## src/rtl/fp_max_tracker_if.sv

```systemverilog
// -----------------------------------------------------------------------------
// fp_max_tracker_if
//   Bundles the sample input stream and the frame-maximum result stream of
//   fp_max_tracker.
//
//   Handshake rule (both directions): a transfer happens on a rising clk edge
//   where valid and ready are both 1. A source that raises valid keeps valid
//   and its payload unchanged until that transfer happens. The sink may drive
//   ready independently of valid.
//
//   Signals
//     in_valid / in_ready          sample stream handshake
//     in_sign, in_exp, in_frac     sample payload (sign 1 = negative)
//     out_valid / out_ready        result stream handshake
//     max_sign, max_exp, max_frac  frame maximum payload
//     max_idx                      position of the maximum within the frame
//                                  (only with FP_MAX_IDX_EN defined)
//
//   Modports
//     master : the producer of samples / consumer of results
//     slave  : fp_max_tracker itself
// -----------------------------------------------------------------------------
interface fp_max_tracker_if #(
  parameter int EXP_W  = 4,
  parameter int FRAC_W = 9
`ifdef FP_MAX_IDX_EN
  , parameter int IDX_W = 4
`endif
);

  logic              in_valid;
  logic              in_ready;
  logic              in_sign;
  logic [EXP_W-1:0]  in_exp;
  logic [FRAC_W-1:0] in_frac;

  logic              out_valid;
  logic              out_ready;
  logic              max_sign;
  logic [EXP_W-1:0]  max_exp;
  logic [FRAC_W-1:0] max_frac;
`ifdef FP_MAX_IDX_EN
  logic [IDX_W-1:0]  max_idx;
`endif

  modport master (
    output in_valid, in_sign, in_exp, in_frac, out_ready,
    input  in_ready, out_valid, max_sign, max_exp, max_frac
`ifdef FP_MAX_IDX_EN
    , input max_idx
`endif
  );

  modport slave (
    input  in_valid, in_sign, in_exp, in_frac, out_ready,
    output in_ready, out_valid, max_sign, max_exp, max_frac
`ifdef FP_MAX_IDX_EN
    , output max_idx
`endif
  );

endinterface

```

## src/rtl/fp_max_tracker.sv

```systemverilog
// -----------------------------------------------------------------------------
// fp_max_tracker
//   Consumes frames of FRAME_LEN sign/exponent/fraction samples and reports
//   the largest sample of each frame. Ordering: the positive value of a
//   differently-signed pair is larger (+0 > -0); among positives the larger
//   {exp,frac} magnitude wins, among negatives the smaller one wins. On a tie
//   the earlier sample is kept.
//
//   Optional feature macro: FP_MAX_IDX_EN
//     defined   -> bus.max_idx carries the 0-based frame position of the
//                  winning sample.
//     undefined -> no index port or register.
//
//   Ports
//     clk        rising-edge clock
//     reset      asynchronous, active-high
//     clear      synchronous frame abort back to IDLE (beats accept/out_ready)
//     bus        fp_max_tracker_if.slave: sample in, frame maximum out
//     dbg_state  current FSM state (0 IDLE, 1 ACCUM, 2 DONE)
// -----------------------------------------------------------------------------
module fp_max_tracker #(
  parameter int FRAME_LEN = 16,
  parameter int EXP_W     = 4,
  parameter int FRAC_W    = 9
) (
  input  logic                 clk,
  input  logic                 reset,
  input  logic                 clear,
  fp_max_tracker_if.slave      bus,
  output logic [1:0]           dbg_state
);

  localparam int MAG_W = EXP_W + FRAC_W;
  localparam int CNT_W = $clog2(FRAME_LEN + 1);
  localparam logic [CNT_W-1:0] LAST_CNT = CNT_W'(FRAME_LEN - 1);
`ifdef FP_MAX_IDX_EN
  localparam int IDX_W = $clog2(FRAME_LEN);
`endif

  typedef enum logic [1:0] {
    IDLE  = 2'd0,
    ACCUM = 2'd1,
    DONE  = 2'd2
  } state_t;

  state_t            state_q;
  state_t            state_d;
  logic [CNT_W-1:0]  count_q;
  logic              max_sign_q;
  logic [MAG_W-1:0]  max_mag_q;
`ifdef FP_MAX_IDX_EN
  logic [IDX_W-1:0]  max_idx_q;
`endif

  logic              in_ready_c;
  logic              out_valid_c;
  logic              accept;
  logic              load_first;
  logic              replace;
  logic [MAG_W-1:0]  in_mag;

  // Strict "a greater than b". Equal values (including identical zeros)
  // give 0, which is what makes ties keep the earlier sample.
  function automatic logic gt(input logic             a_sign,
                              input logic [MAG_W-1:0] a_mag,
                              input logic             b_sign,
                              input logic [MAG_W-1:0] b_mag);
    logic r;
    if (a_sign != b_sign) begin
      r = b_sign;            // a is the positive one exactly when b is negative
    end else if (!a_sign) begin
      r = (a_mag > b_mag);
    end else begin
      r = (a_mag < b_mag);   // negatives: smaller magnitude is larger value
    end
    return r;
  endfunction

  assign in_mag = {bus.in_exp, bus.in_frac};
  assign accept = bus.in_valid & in_ready_c;

  // clear wins over an accept in the same cycle, so no register loads then.
  assign load_first = accept & ~clear & (state_q == IDLE);
  assign replace    = accept & ~clear & (state_q == ACCUM) &
                      gt(bus.in_sign, in_mag, max_sign_q, max_mag_q);

  // ---------------------------------------------------------------------------
  // FSM: state register
  // ---------------------------------------------------------------------------
  always_ff @(posedge clk or posedge reset) begin
    if (reset) begin
      state_q <= IDLE;
    end else begin
      state_q <= state_d;
    end
  end

  // ---------------------------------------------------------------------------
  // FSM: next state
  // ---------------------------------------------------------------------------
  always_comb begin
    state_d = state_q;
    if (clear) begin
      state_d = IDLE;
    end else begin
      case (state_q)
        IDLE: begin
          if (accept) state_d = ACCUM;
        end
        ACCUM: begin
          // The accept that brings the count to FRAME_LEN closes the frame.
          if (accept && (count_q == LAST_CNT)) state_d = DONE;
        end
        DONE: begin
          if (bus.out_ready) state_d = IDLE;
        end
        default: state_d = IDLE;
      endcase
    end
  end

  // ---------------------------------------------------------------------------
  // FSM: outputs (Moore; input side stalls only while a result is pending)
  // ---------------------------------------------------------------------------
  always_comb begin
    in_ready_c  = 1'b1;
    out_valid_c = 1'b0;
    case (state_q)
      IDLE:    begin in_ready_c = 1'b1; out_valid_c = 1'b0; end
      ACCUM:   begin in_ready_c = 1'b1; out_valid_c = 1'b0; end
      DONE:    begin in_ready_c = 1'b0; out_valid_c = 1'b1; end
      default: begin in_ready_c = 1'b1; out_valid_c = 1'b0; end
    endcase
  end

  // ---------------------------------------------------------------------------
  // Sample counter: number of samples accepted in the current frame
  // ---------------------------------------------------------------------------
  always_ff @(posedge clk or posedge reset) begin
    if (reset) begin
      count_q <= '0;
    end else if (clear) begin
      count_q <= '0;
    end else begin
      case (state_q)
        IDLE:    if (accept)        count_q <= CNT_W'(1);
        ACCUM:   if (accept)        count_q <= count_q + CNT_W'(1);
        DONE:    if (bus.out_ready) count_q <= '0;
        default:                    count_q <= '0;
      endcase
    end
  end

  // ---------------------------------------------------------------------------
  // Running maximum. The first sample of a frame loads unconditionally so the
  // previous frame's result never leaks into the comparison.
  // ---------------------------------------------------------------------------
  always_ff @(posedge clk or posedge reset) begin
    if (reset) begin
      max_sign_q <= 1'b0;
      max_mag_q  <= '0;
    end else if (load_first || replace) begin
      max_sign_q <= bus.in_sign;
      max_mag_q  <= in_mag;
    end
  end

`ifdef FP_MAX_IDX_EN
  // count_q equals the 0-based position of the sample being accepted.
  always_ff @(posedge clk or posedge reset) begin
    if (reset) begin
      max_idx_q <= '0;
    end else if (load_first) begin
      max_idx_q <= '0;
    end else if (replace) begin
      max_idx_q <= count_q[IDX_W-1:0];
    end
  end

  assign bus.max_idx = max_idx_q;
`endif

  assign bus.in_ready  = in_ready_c;
  assign bus.out_valid = out_valid_c;
  assign bus.max_sign  = max_sign_q;
  assign bus.max_exp   = max_mag_q[MAG_W-1:FRAC_W];
  assign bus.max_frac  = max_mag_q[FRAC_W-1:0];
  assign dbg_state     = state_q;

endmodule
```

## src/flat_wrapper.sv

```systemverilog
// flat-port wrapper written by rule: the top's interface ports become plain ports
module fp_max_tracker_flat 
#(
  parameter int FRAME_LEN = 16,
  parameter int EXP_W     = 4,
  parameter int FRAC_W    = 9
)
  (clk, reset, clear, dbg_state, bus_in_valid, bus_in_sign, bus_in_exp, bus_in_frac, bus_out_ready, bus_in_ready, bus_out_valid, bus_max_sign, bus_max_exp, bus_max_frac);
  fp_max_tracker_if #(.EXP_W(EXP_W), .FRAC_W(FRAC_W)) bus_i ();
  input  logic clk;
  input  logic reset;
  input  logic clear;
  output logic [1:0] dbg_state;
  input wire logic [$bits(bus_i.in_valid)-1:0] bus_in_valid;
  input wire logic [$bits(bus_i.in_sign)-1:0] bus_in_sign;
  input wire logic [$bits(bus_i.in_exp)-1:0] bus_in_exp;
  input wire logic [$bits(bus_i.in_frac)-1:0] bus_in_frac;
  input wire logic [$bits(bus_i.out_ready)-1:0] bus_out_ready;
  output wire logic [$bits(bus_i.in_ready)-1:0] bus_in_ready;
  output wire logic [$bits(bus_i.out_valid)-1:0] bus_out_valid;
  output wire logic [$bits(bus_i.max_sign)-1:0] bus_max_sign;
  output wire logic [$bits(bus_i.max_exp)-1:0] bus_max_exp;
  output wire logic [$bits(bus_i.max_frac)-1:0] bus_max_frac;
  assign bus_i.in_valid = bus_in_valid;
  assign bus_i.in_sign = bus_in_sign;
  assign bus_i.in_exp = bus_in_exp;
  assign bus_i.in_frac = bus_in_frac;
  assign bus_i.out_ready = bus_out_ready;
  assign bus_in_ready = bus_i.in_ready;
  assign bus_out_valid = bus_i.out_valid;
  assign bus_max_sign = bus_i.max_sign;
  assign bus_max_exp = bus_i.max_exp;
  assign bus_max_frac = bus_i.max_frac;
  fp_max_tracker #(.FRAME_LEN(FRAME_LEN), .EXP_W(EXP_W), .FRAC_W(FRAC_W)) u_core (.clk(clk), .reset(reset), .clear(clear), .bus(bus_i), .dbg_state(dbg_state));
endmodule
```

## config.mk

```make
export PLATFORM = sky130hd
export DESIGN_NAME = fp_max_tracker_flat
export DESIGN_NICKNAME = d
export VERILOG_FILES = /design/src/rtl/fp_max_tracker_if.sv /design/src/rtl/fp_max_tracker.sv /design/src/flat_wrapper.sv
export SDC_FILE = /design/constraint.sdc
export NUM_CORES = 1
export LEC_CHECK = 0
export CELL_PAD_IN_SITES_DETAIL_PLACEMENT = 0
export CELL_PAD_IN_SITES_GLOBAL_PLACEMENT = 2
export CORE_AREA = 8 8 88 90
export CTS_BUF_LIST = sky130_fd_sc_hd__clkbuf_16
export DETAILED_ROUTE_END_ITERATION = 8
export DIE_AREA = 0 0 96 98
export GPL_ROUTABILITY_DRIVEN = 1
export PLACE_DENSITY = 0.8
export RECOVER_POWER = 25
export SLEW_MARGIN = 15
export SYNTH_ARGS = -nofsm -noshare
export SYNTH_HDL_FRONTEND = slang
export SYNTH_SLANG_ARGS = --single-unit
```

## constraint.sdc

```tcl
create_clock -name clk -period 2.1 [get_ports clk]
set_input_delay 0.42 -clock clk [delete_from_list [all_inputs] [get_ports clk]]
set_output_delay 0.42 -clock clk [all_outputs]
set_load 0.005 [all_outputs]
```

==> impl_metrics.tcl, run 1 <==
set metrics [dict create \
    clkSinkCount 21 \
    num_antenna_cells 0 \
    wl_mm 5.40 \
    p_leak_nw 1.27 \
    multi_input_area_sq_um 1070 \
    htree_num_levels 1 \
    grt_max_degree 27 \
    post-dp-hpwl_mm 3.69 \
    p_switching_mw 1.02 \
    first_global_vias 1869 \
    synth_cell_type_count 34 \
    synthToLayoutAreaGrowth_pct 63.6 \
    path_max_fanout 7 \
    postSynthAreaPerCell_sq_um 8.41 \
    synth_cells 200 \
    period_share_pct 99.5 \
    setup.worst_path.end_class "flop" \
    critical_path_class "reg -> reg" \
    die_area_sq_um 9410 \
    r2r_slack_ps 10 \
    yosysTopAreaCellShare_pct 31.2 \
    crit_family "compound AO/OA/AOI/OAI gates" \
    max_freq_ghz 0.479 \
    cpPeakStageDelay_ps 470 \
    synth_fp_nets 234 \
    io-pin-count 37 \
    ys_warn_count 0 \
    path_cells "inv_2, ha_4, buf_6, a21oi_4, nand2_1, a221o_2, clkbuf_16, a211o_1, o311ai_1" \
    internal-power_mw 1.81 \
    drt_iter0_markers 57 \
    placed_cells 351 \
    cts_root_buf "clkbuf_16" \
    synth_area_leaders "dfrtp_1 31%, ha_1 11%, nand2_1 7.6%, inv_1 6.9%, a211o_1 6.8%" \
    post-place-ws_ps -526 \
    worst_slew_pin_slew_ps 1250 \
    drcViolationCount 0 \
    layout.nets 320 \
    numPortBuffers 36 \
    vias_per_cell 4.92 \
    synth_edf_count 0 \
    netSwitchingFraction_pct 36.1 \
    status "complete, no violations" \
    fin_skew_ps 6.00 \
    first_pass_iters 4 \
    fin_util_pct 42.4 \
    whs_endpoint "u_core.count_q[1]" \
    die_w_microns 96 \
    async_reset_ff_share_pct 100 \
    cp-start-kind "flop" \
    core.rowCount 30 \
    drive_gt1_share_pct 27.4 \
    finalSetupViolCount 0 \
    ant_nets 0 \
    initial_core_util_pct 25.9 \
    finalNonFillerCells 365 \
    vias 1794 \
    synth_commonest_cells "34 x nand2_1, 31 x inv_1, 21 x dfrtp_1, 15 x ha_1" \
    clock_latency_ps 260 \
    worst-path-buf-inv 3 \
    crit_slowest_cell "a221o_2" \
    netlist.top_cell.by_area "dfrtp_1" \
    synth-seq-cells 21 \
    worstPathRequired_ps 2250 \
    clk_path_buf_depth 2 \
    synth_ff_type "dfrtp_1" \
    r2r_start "u_core.max_mag_q[11]" \
    reg2reg_to "u_core.max_mag_q[2]" \
    ys_seq_area_share_pct 31.2 \
    grt_overflow_total 0 \
    min_path_type "reg -> reg" \
    routabilityCongestion 0.760 \
    worst_slack_ps 11.0 \
    power.share.clock_pct 14.7 \
    die_h_microns 98 \
    wl_per_cell_microns 14.8 \
    syn-cell-area_sq_um 1680 \
    finalHoldViolations 0 \
    grt_pass1_wl_mm 9.13 \
    grt.total_usage_pct 11.8 \
    maxSlewHeadroom_pct 16.8 \
    antenna_found_initial 0 \
    pwr-share-seq_pct 21.2 \
    reg2reg_depth 9 \
    drv_slew 0 \
    seqCellArea_sq_um 526 \
    rsz0062_at_grt "true" \
    cts_tree "yes" \
    power.density_nw_per_um2 1030 \
    hold_start "u_core.count_q[1]" \
    fin_crit_ps 2090 \
    ctsHoldBuffers 0 \
    synth.most_common_cell "nand2_1" \
    cts_made_buffers 3 \
    max-vdd-ir-drop_uv 489 \
    hold_path_depth 2 \
    drv_cap 0 \
    cp.arrival_ps 2240 \
    core_sq_um 6490 \
    p_comb_share_pct 64.1 \
    clkSlewWorstSetupHoldPaths_ps 70 \
    nFillCells 664 \
]
-- cells by family after synthesis --
group,Yosys count,share of synthesized area (%)
flip-flops,21,31.2
buffers and inverters,42,10.7
XOR/XNOR,2,1.04
AND/OR/NAND/NOR,63,17.2
adder cells (fa/ha/maj),15,11.2
AO/OA/AOI/OAI,57,28.7
-- worst max path at each step --
stage	from	to	slack, ps	depth (start not counted)
after detailed placement	bus_in_frac[7]	u_core.max_mag_q[7]	-530	8
after CTS	u_core.max_mag_q[11]	u_core.max_mag_q[3]	4	8
final	u_core.max_mag_q[11]	u_core.max_mag_q[2]	10	9
after global routing	bus_in_frac[7]	u_core.max_mag_q[12]	-70	9
after floorplan	u_core.max_mag_q[11]	u_core.max_mag_q[10]	8	8
after global placement	bus_in_frac[7]	u_core.max_mag_q[9]	-520	8
-- layer usage --
metal | GRT usage, % | routed length, microns
met2 | 19.1 | 2590
met4 | 3.55 | 65
met3 | 1.84 | 221
met5 | 0 | 0
met1 | 15.4 | 2520
-- worst reg2reg max path, cell delays in order (launching register included) --
cell and delay (ps):
dfrtp_1 400, inv_2 80, ha_4 210, buf_6 120
a21oi_4 110, nand2_1 80, a221o_2 470, clkbuf_16 200
a211o_1 230, o311ai_1 80
-- stage by stage --
| step | TNS [ps] | cell area (sq um) | total power [mW] | hold slack [ps] |
|---|---|---|---|---|
| 2_1_floorplan | 0 | 1680 | 1.33 | 397 |
| 3_3_place_gp | -6600 | 2420 | 1.98 | 499 |
| 3_5_place_dp | -6710 | 2420 | 2.00 | 513 |
| 4_1_cts | 0 | 2640 | 2.56 | 510 |
| 5_1_grt | -640 | 2750 | 3.05 | 560 |
| 6_report | 0 | 2750 | 2.83 | 518 |
-- cell usage in the layout (no fill, tap or decap), types with 8 or more instances in the layout --
| cell | count |
|---|---|
| a211o_1 | 13 |
| buf_4 | 43 |
| buf_6 | 8 |
| dlygate4sd2_1 | 9 |
| clkdlybuf4s50_1 | 22 |
| o311ai_1 | 13 |
| nand2_1 | 34 |
| dfrtp_1 | 21 |
| o211ai_1 | 13 |
| inv_1 | 29 |
| nor2_1 | 13 |
| ha_1 | 10 |
-- sequential cells by signal, summed over array words and instances, names as in the netlist --
register,flops
u_core.dbg_state,2
u_core.bus.max_sign,1
u_core.count_q,5
u_core.max_mag_q,13
-- what timing repair did --
| item | in CTS | in global routing |
|---|---|---|
| endpoints found under the setup margin | 13 | 13 |
| buffers inserted | 3 | 1 |
| endpoints found under the hold margin | 0 | 0 |
| gates cloned | 3 | 3 |
| resized for setup | 36 | 9 |
| pin swaps | 17 | 23 |
-- layout make-up --
class                      count  area share (%)
timing repair buffer          92            31.1
sequential                    21            19.1
inverter                      31            4.23
clock inverter                 1           0.182
clock buffer                   3            2.73
tap                           80            3.63
multi-input combinational    137            39.0
-- power groups by stage --
stage	Sequential [mW]	Clock [mW]	Combinational (mW)
finish	0.599	0.416	1.81
global route	0.615	0.442	1.99
CTS	0.598	0.420	1.54
detailed placement	0.603	0	1.40
global placement	0.601	0	1.38
floorplan	0.642	0	0.686
Note: power is estimated with default switching activity, not from simulation.
==> run 2: changes to the inputs <==
--- a/config.mk
+++ b/config.mk
@@ -9,6 +9,7 @@
 export CELL_PAD_IN_SITES_GLOBAL_PLACEMENT = 2
 export CORE_AREA = 8 8 88 90
 export CTS_BUF_LIST = sky130_fd_sc_hd__clkbuf_16
+export CTS_CLUSTER_SIZE = 30
 export DETAILED_ROUTE_END_ITERATION = 8
 export DIE_AREA = 0 0 96 98
 export GPL_ROUTABILITY_DRIVEN = 1
==> results of run 2 <==
Final layout, timing and power as in run 1 (identical DEF).
